[config.mk]
export PLATFORM = sky130hd
export DESIGN_NAME = nand_rd_data
export DESIGN_NICKNAME = d
export VERILOG_FILES = /design/src/rtl/nand_rd_data.sv
export SDC_FILE = /design/constraint.sdc
export NUM_CORES = 1
export LEC_CHECK = 0
export CAP_MARGIN = 20
export CORE_MARGIN = 2
export CORE_UTILIZATION = 30
export CTS_CLUSTER_SIZE = 28
export DETAILED_ROUTE_END_ITERATION = 10
export PLACE_DENSITY_LB_ADDON = 0.05
export SLEW_MARGIN = 20
export SYNTH_ARGS = -nofsm -noshare
export SYNTH_HDL_FRONTEND = slang
export SYNTH_SLANG_ARGS = --single-unit
[constraint.sdc]
create_clock -name CLK -period 3 [get_ports CLK]
set_clock_uncertainty 0.05 [all_clocks]
set_input_delay 0.75 -clock CLK [delete_from_list [all_inputs] [get_ports CLK]]
set_output_delay 0.75 -clock CLK [all_outputs]
set_load 0.03 [all_outputs]
[src/rtl/nand_rd_data.sv]
// nand_rd_data: NAND read-data cycle engine; issues Len REn strobes and
// captures DQ_in at each REn rise. Optional macro RB_WAIT_EN gates on RBn.
module nand_rd_data #(
    parameter int tRP_cnt  = 2,
    parameter int tREH_cnt = 1,
    parameter int LEN_W    = 16
) (
    input  logic             CLK,
    input  logic             RSTn,
    input  logic             Start,
    input  logic [LEN_W-1:0] Len,
    input  logic [7:0]       DQ_in,
    input  logic             RBn,
    output logic             REn,
    output logic             CLE,
    output logic             ALE,
    output logic [7:0]       Data_out,
    output logic             Data_valid,
    output logic             Busy,
    output logic             Over
);

    typedef enum logic [2:0] {
        IDLE,
        RE_LOW,
        RE_HIGH,
        OVER,
        WAIT_RB
    } state_t;

    state_t           state_q;
    state_t           state_d;
    logic [7:0]       phase_q;
    logic [LEN_W-1:0] byte_q;
    logic [LEN_W-1:0] len_q;
    logic             accept;
    logic             capture;
    logic             low_done;
    logic             high_done;
    logic             last_byte;

    assign accept    = (state_q == IDLE) && Start;
    assign capture   = (state_q == RE_LOW) && (state_d == RE_HIGH);
    assign low_done  = phase_q == 8'(tRP_cnt);
    assign high_done = phase_q == 8'(tREH_cnt);
    assign last_byte = byte_q == len_q;

`ifdef RB_WAIT_EN
    logic [1:0] rb_sync;

    always_ff @(posedge CLK or negedge RSTn) begin
        if (!RSTn) rb_sync <= 2'b00;
        else       rb_sync <= {rb_sync[0], RBn};
    end
`else
    logic rb_unused;
    assign rb_unused = RBn;
`endif

    always_ff @(posedge CLK or negedge RSTn) begin
        if (!RSTn) state_q <= IDLE;
        else       state_q <= state_d;
    end

    always_comb begin
        state_d = state_q;
        unique case (state_q)
            IDLE: begin
                if (Start) begin
`ifdef RB_WAIT_EN
                    state_d = WAIT_RB;
`else
                    state_d = (Len == '0) ? OVER : RE_LOW;
`endif
                end
            end
            WAIT_RB: begin
`ifdef RB_WAIT_EN
                if (rb_sync[1])
                    state_d = (len_q == '0) ? OVER : RE_LOW;
`else
                state_d = IDLE;
`endif
            end
            RE_LOW: begin
                if (low_done) state_d = RE_HIGH;
            end
            RE_HIGH: begin
                if (high_done) state_d = last_byte ? OVER : RE_LOW;
            end
            OVER:    state_d = IDLE;
            default: state_d = IDLE;
        endcase
    end

    // Phase counter restarts on every state change and saturates when idle
    always_ff @(posedge CLK or negedge RSTn) begin
        if (!RSTn) begin
            phase_q <= 8'd0;
            byte_q  <= '0;
            len_q   <= '0;
        end else begin
            if (state_d != state_q)  phase_q <= 8'd0;
            else if (phase_q != 8'hFE) phase_q <= phase_q + 8'd1;
            if (accept) begin
                len_q  <= Len;
                byte_q <= '0;
            end else if (capture) begin
                byte_q <= byte_q + 1'b1;
            end
        end
    end

    // Outputs follow the next state so they switch on the same edge
    always_ff @(posedge CLK or negedge RSTn) begin
        if (!RSTn) begin
            REn        <= 1'b1;
            Busy       <= 1'b0;
            Over       <= 1'b0;
            Data_valid <= 1'b0;
            Data_out   <= 8'h00;
        end else begin
            REn        <= state_d != RE_LOW;
            Busy       <= state_d != IDLE;
            Over       <= state_d == OVER;
            Data_valid <= capture;
            if (capture) Data_out <= DQ_in;
        end
    end

    assign CLE = 1'b0;
    assign ALE = 1'b0;

endmodule

==> flow_summary_export.csv <==
group,metric,value,unit
logic_synthesis,yosys_warnings,0,
sta,hold_violations,0,
final_layout,drive_gt1_share,12.5,%
floorplan,start_util,30.5,%
sta,setup_slack,0.693,ns
floorplan,ioPinCount,42,
global_route,met1_usage,19.6,%
power,switching_share,30.2,%
power,seq_power_share,48.1,%
logic_synthesis,synth_cells,253,
sta,rsz0062_at_grt,"false",
logic_synthesis,synth_top_family_by_area,"simple AND/OR/NAND/NOR gates",
sta,slew_headroom,59.9,%
drt,post_drt_wl_per_cell,14.1,um
clock_tree,clockRootBuffer,"clkbuf_8",
power,p_per_area,597,nW/um^2
floorplan,rows,34,
drt,vias,1883,
drt,ant_nets,0,
logic_synthesis,synth.area.top_cells,"dfrtp_1 (51%), xor2_1 (9.6%), mux2_2 (6.8%)",
flow_run,maxCapViolCount,0,
logic_synthesis,ys_seq_area_share,52.3,%
power,ir_drop,294,uV
clock_tree,cts_buffers,5,
placement,globalplace.congestion,0.690,
logic_synthesis,syn_area,2640,sq um
global_route,grt_busiest_layer,"met1",
global_route,antenna_found_initial,0,
drt,drc,0,
power,intPower,1.37,mW
global_route,met3_usage,2.51,%
drt,viasPerCell,4.65,
logic_synthesis,yosysTopAreaCell,"dfrtp_1",
floorplan,dieArea,9550,sq um
global_route,grt_usage,12.9,%
sta,worst_pin_slew,0.601,ns
power,p_leak,1.46,nW
final_layout,nets,328,
power,p_clk_share,26.7,%
clock_tree,post_cts_buffers,0,
clock_tree,path_clk_slew,0.10,ns
worst_setup_path,critical_path.max_fanout,1,
floorplan,core-area,8640,sq um
sta,timing.fmax,0.433,GHz
worst_setup_path,crit_buf_inv,1,
clock_tree,cts.sink_count,55,
worst_setup_path,worstSetupPathType,"flop to output port",
clock_tree,cts_tree,"built",
sta,maxSlewViolCount,0,
floorplan,die_w,97.7,um
worst_setup_path,worstPathRequired,2.20,ns
logic_synthesis,synth_top_area_share,51.3,%
global_route,grtUsageMet2,18.6,%
logic_synthesis,synth_area_per_cell,10.4,sq um
drt,drt-initial-drc-count,94,
global_route,grt_first_pass_wirelength,9.85,mm
power,p_comb_share,25.2,%
clock_tree,cts_buffer_depth,2,
sta,setup_viol,0,
clock_tree,clock_latency,0.31,ns
global_route,grt_overflow_total,0,
power,p_sw,0.592,mW
placement,pre_cts_slack,0.561,ns
global_route,grt_max_degree,32,
drt,wl,5.72,mm
worst_setup_path,max_stage_delay,0.67,ns
logic_synthesis,synth-xor-area-share,11.6,%
worst_setup_path,critPathLaunchType,"flop",
logic_synthesis,synth_adder_area_share,1.90,%
final_layout,fin_area,3290,sq um
worst_setup_path,cp_cell_sequence,"clkdlybuf4s50_1",
logic_synthesis,synth_mux_area_share,7.21,%
final_layout,syn2layout_area_growth,24.7,%
sta,tns,0,ns
clock_tree,h-tree-depth,2,
global_route,grt_pass1_vias,1885,
sta,layout_worst_path_cycle_share,76.9,%
final_layout,n_antenna_cell,0,
logic_synthesis,synth-compound-area-share,1.76,%
worst_setup_path,cpLargestDelayFamily,"buffers and inverters",
logic_synthesis,synth_cell_type_count,37,
worst_setup_path,end_kind,"output port",
worst_setup_path,slowest_stage,"clkdlybuf4s50_1",
worst_setup_path,cp.arrival,1.51,ns
drt,dr.pass1.iters,4,
clock_tree,postCtsHoldBufs,0,
placement,port_buffers,38,
placement,placed_area,3170,sq um
floorplan,fp.dieH,97.7,um
logic_synthesis,yosys.area_share.simple,22.6,%
logic_synthesis,synth-seq-cells,55,
run_status,status,"finished, final reports clean",
sta,layout_min_cycle_time,2.31,ns
worst_hold_path,hold_path_class,"input port to async pin",
placement,hpwl,4.17,mm
clock_tree,cts_resized,0,
==> cell type report <==
cell class / instances / area, sq um
tap: 108 / 135
timing repair buffer: 44 / 433
clock buffer: 6 / 82.6
fill: 851 / 5350
inverter: 5 / 18.8
multi-input combinational: 185 / 1210
sequential: 55 / 1380
clock inverter: 2 / 35.0
==> cell usage after synthesis <==
cell	n
xor2_1	29
a21oi_1	2
inv_1	5
nor2_1	28
nand4_1	10
or4_1	3
nand2_1	38
nor4_4	1
and3_1	4
nor4_1	6
clkbuf_1	5
nand3_2	1
a31oi_1	1
dfrtp_1	54
a21boi_0	1
o21ai_0	3
nor3_2	1
conb_1	1
nor2b_1	1
buf_1	1
dfstp_2	1
mux2_2	16
mux2i_1	1
xnor2_1	6
nor3b_1	2
ha_1	4
buf_2	2
a211oi_1	1
nor2_2	1
buf_4	2
or3_1	1
nor3_1	5
nand2b_1	2
nand3_1	9
and4_1	3
or4b_2	1
and2_1	1
==> placed cells by master (no fill, tap or decap), types with 2 or more instances in the layout <==
cell             count
inv_1                5
o21ai_0              3
nor4_1               6
buf_4                5
xnor2_1              6
nand4_1             10
conb_1               3
nor3_1               5
and3_1               4
nor2_1              28
and4_1               3
xor2_1              29
clkdlybuf4s50_1     37
nor3b_1              2
ha_1                 4
dfrtp_1             54
nand2b_1             2
clkbuf_8             6
nand3_1              9
a21oi_1              2
or4_1                3
mux2_2              16
nand2_1             38
==> sequential cells by signal, indices dropped and copies added (netlist names) <==
register	flops
Busy	1
Data_out	8
len_q	16
byte_q	16
Data_valid	1
phase_q	8
state_q	3
REn	1
Over	1
==> final timing paths <==
| check | startpoint | endpoint | slack (ns) | cells after the start |
|---|---|---|---|---|
| setup / recovery | REn | REn | 0.69 | 1 |
| hold / removal | RSTn | byte_q[9] | 0.38 | 1 |
| setup reg to reg | phase_q[0] | byte_q[10] | 0.78 | 7 |
| hold reg to reg | Data_out[5] | Data_out[5] | 0.44 | 2 |
| max in group asynchronous | RSTn | REn | 1.88 | 2 |
| min in group CLK | Data_out[5] | Data_out[5] | 0.44 | 2 |
==> per-layer routing <==
layer / wire length, um / share of wire (%)
met1: 2890 / 51
met2: 2530 / 44
met3: 227 / 4.0
met4: 76 / 1.3
met5: 0 / 0
==> logic make-up after synthesis <==
family                   Yosys count
buffers and inverters             15
XOR/XNOR                          35
multiplexers                      17
other                              1
AO/OA/AOI/OAI                      8
AND/OR/NAND/NOR                  118
flip-flops                        55
adder cells (fa/ha/maj)            4
==> metrics by stage <==
step	std cells	util, %	power [mW]	hold slack, ns
final	405	38.1	1.96	0.385
after global routing	405	38.1	2.08	0.432
after CTS	405	38.1	2.00	0.405
after detailed placement	397	36.7	1.46	0.416
after global placement	397	36.7	1.46	0.408
after floorplan	255	-	1.24	0.404
==> power by group through the flow <==
| stage | Combinational (mW) | Sequential (mW) | Clock, mW |
|---|---|---|---|
| 3_3_place_gp | 0.500 | 0.961 | 0 |
| 6_report | 0.495 | 0.944 | 0.524 |
| 3_5_place_dp | 0.501 | 0.963 | 0 |
| 5_1_grt | 0.539 | 0.964 | 0.578 |
| 2_1_floorplan | 0.186 | 1.05 | 0 |
| 4_1_cts | 0.504 | 0.949 | 0.546 |
No activity file was read; power rests on OpenSTA's default activity.
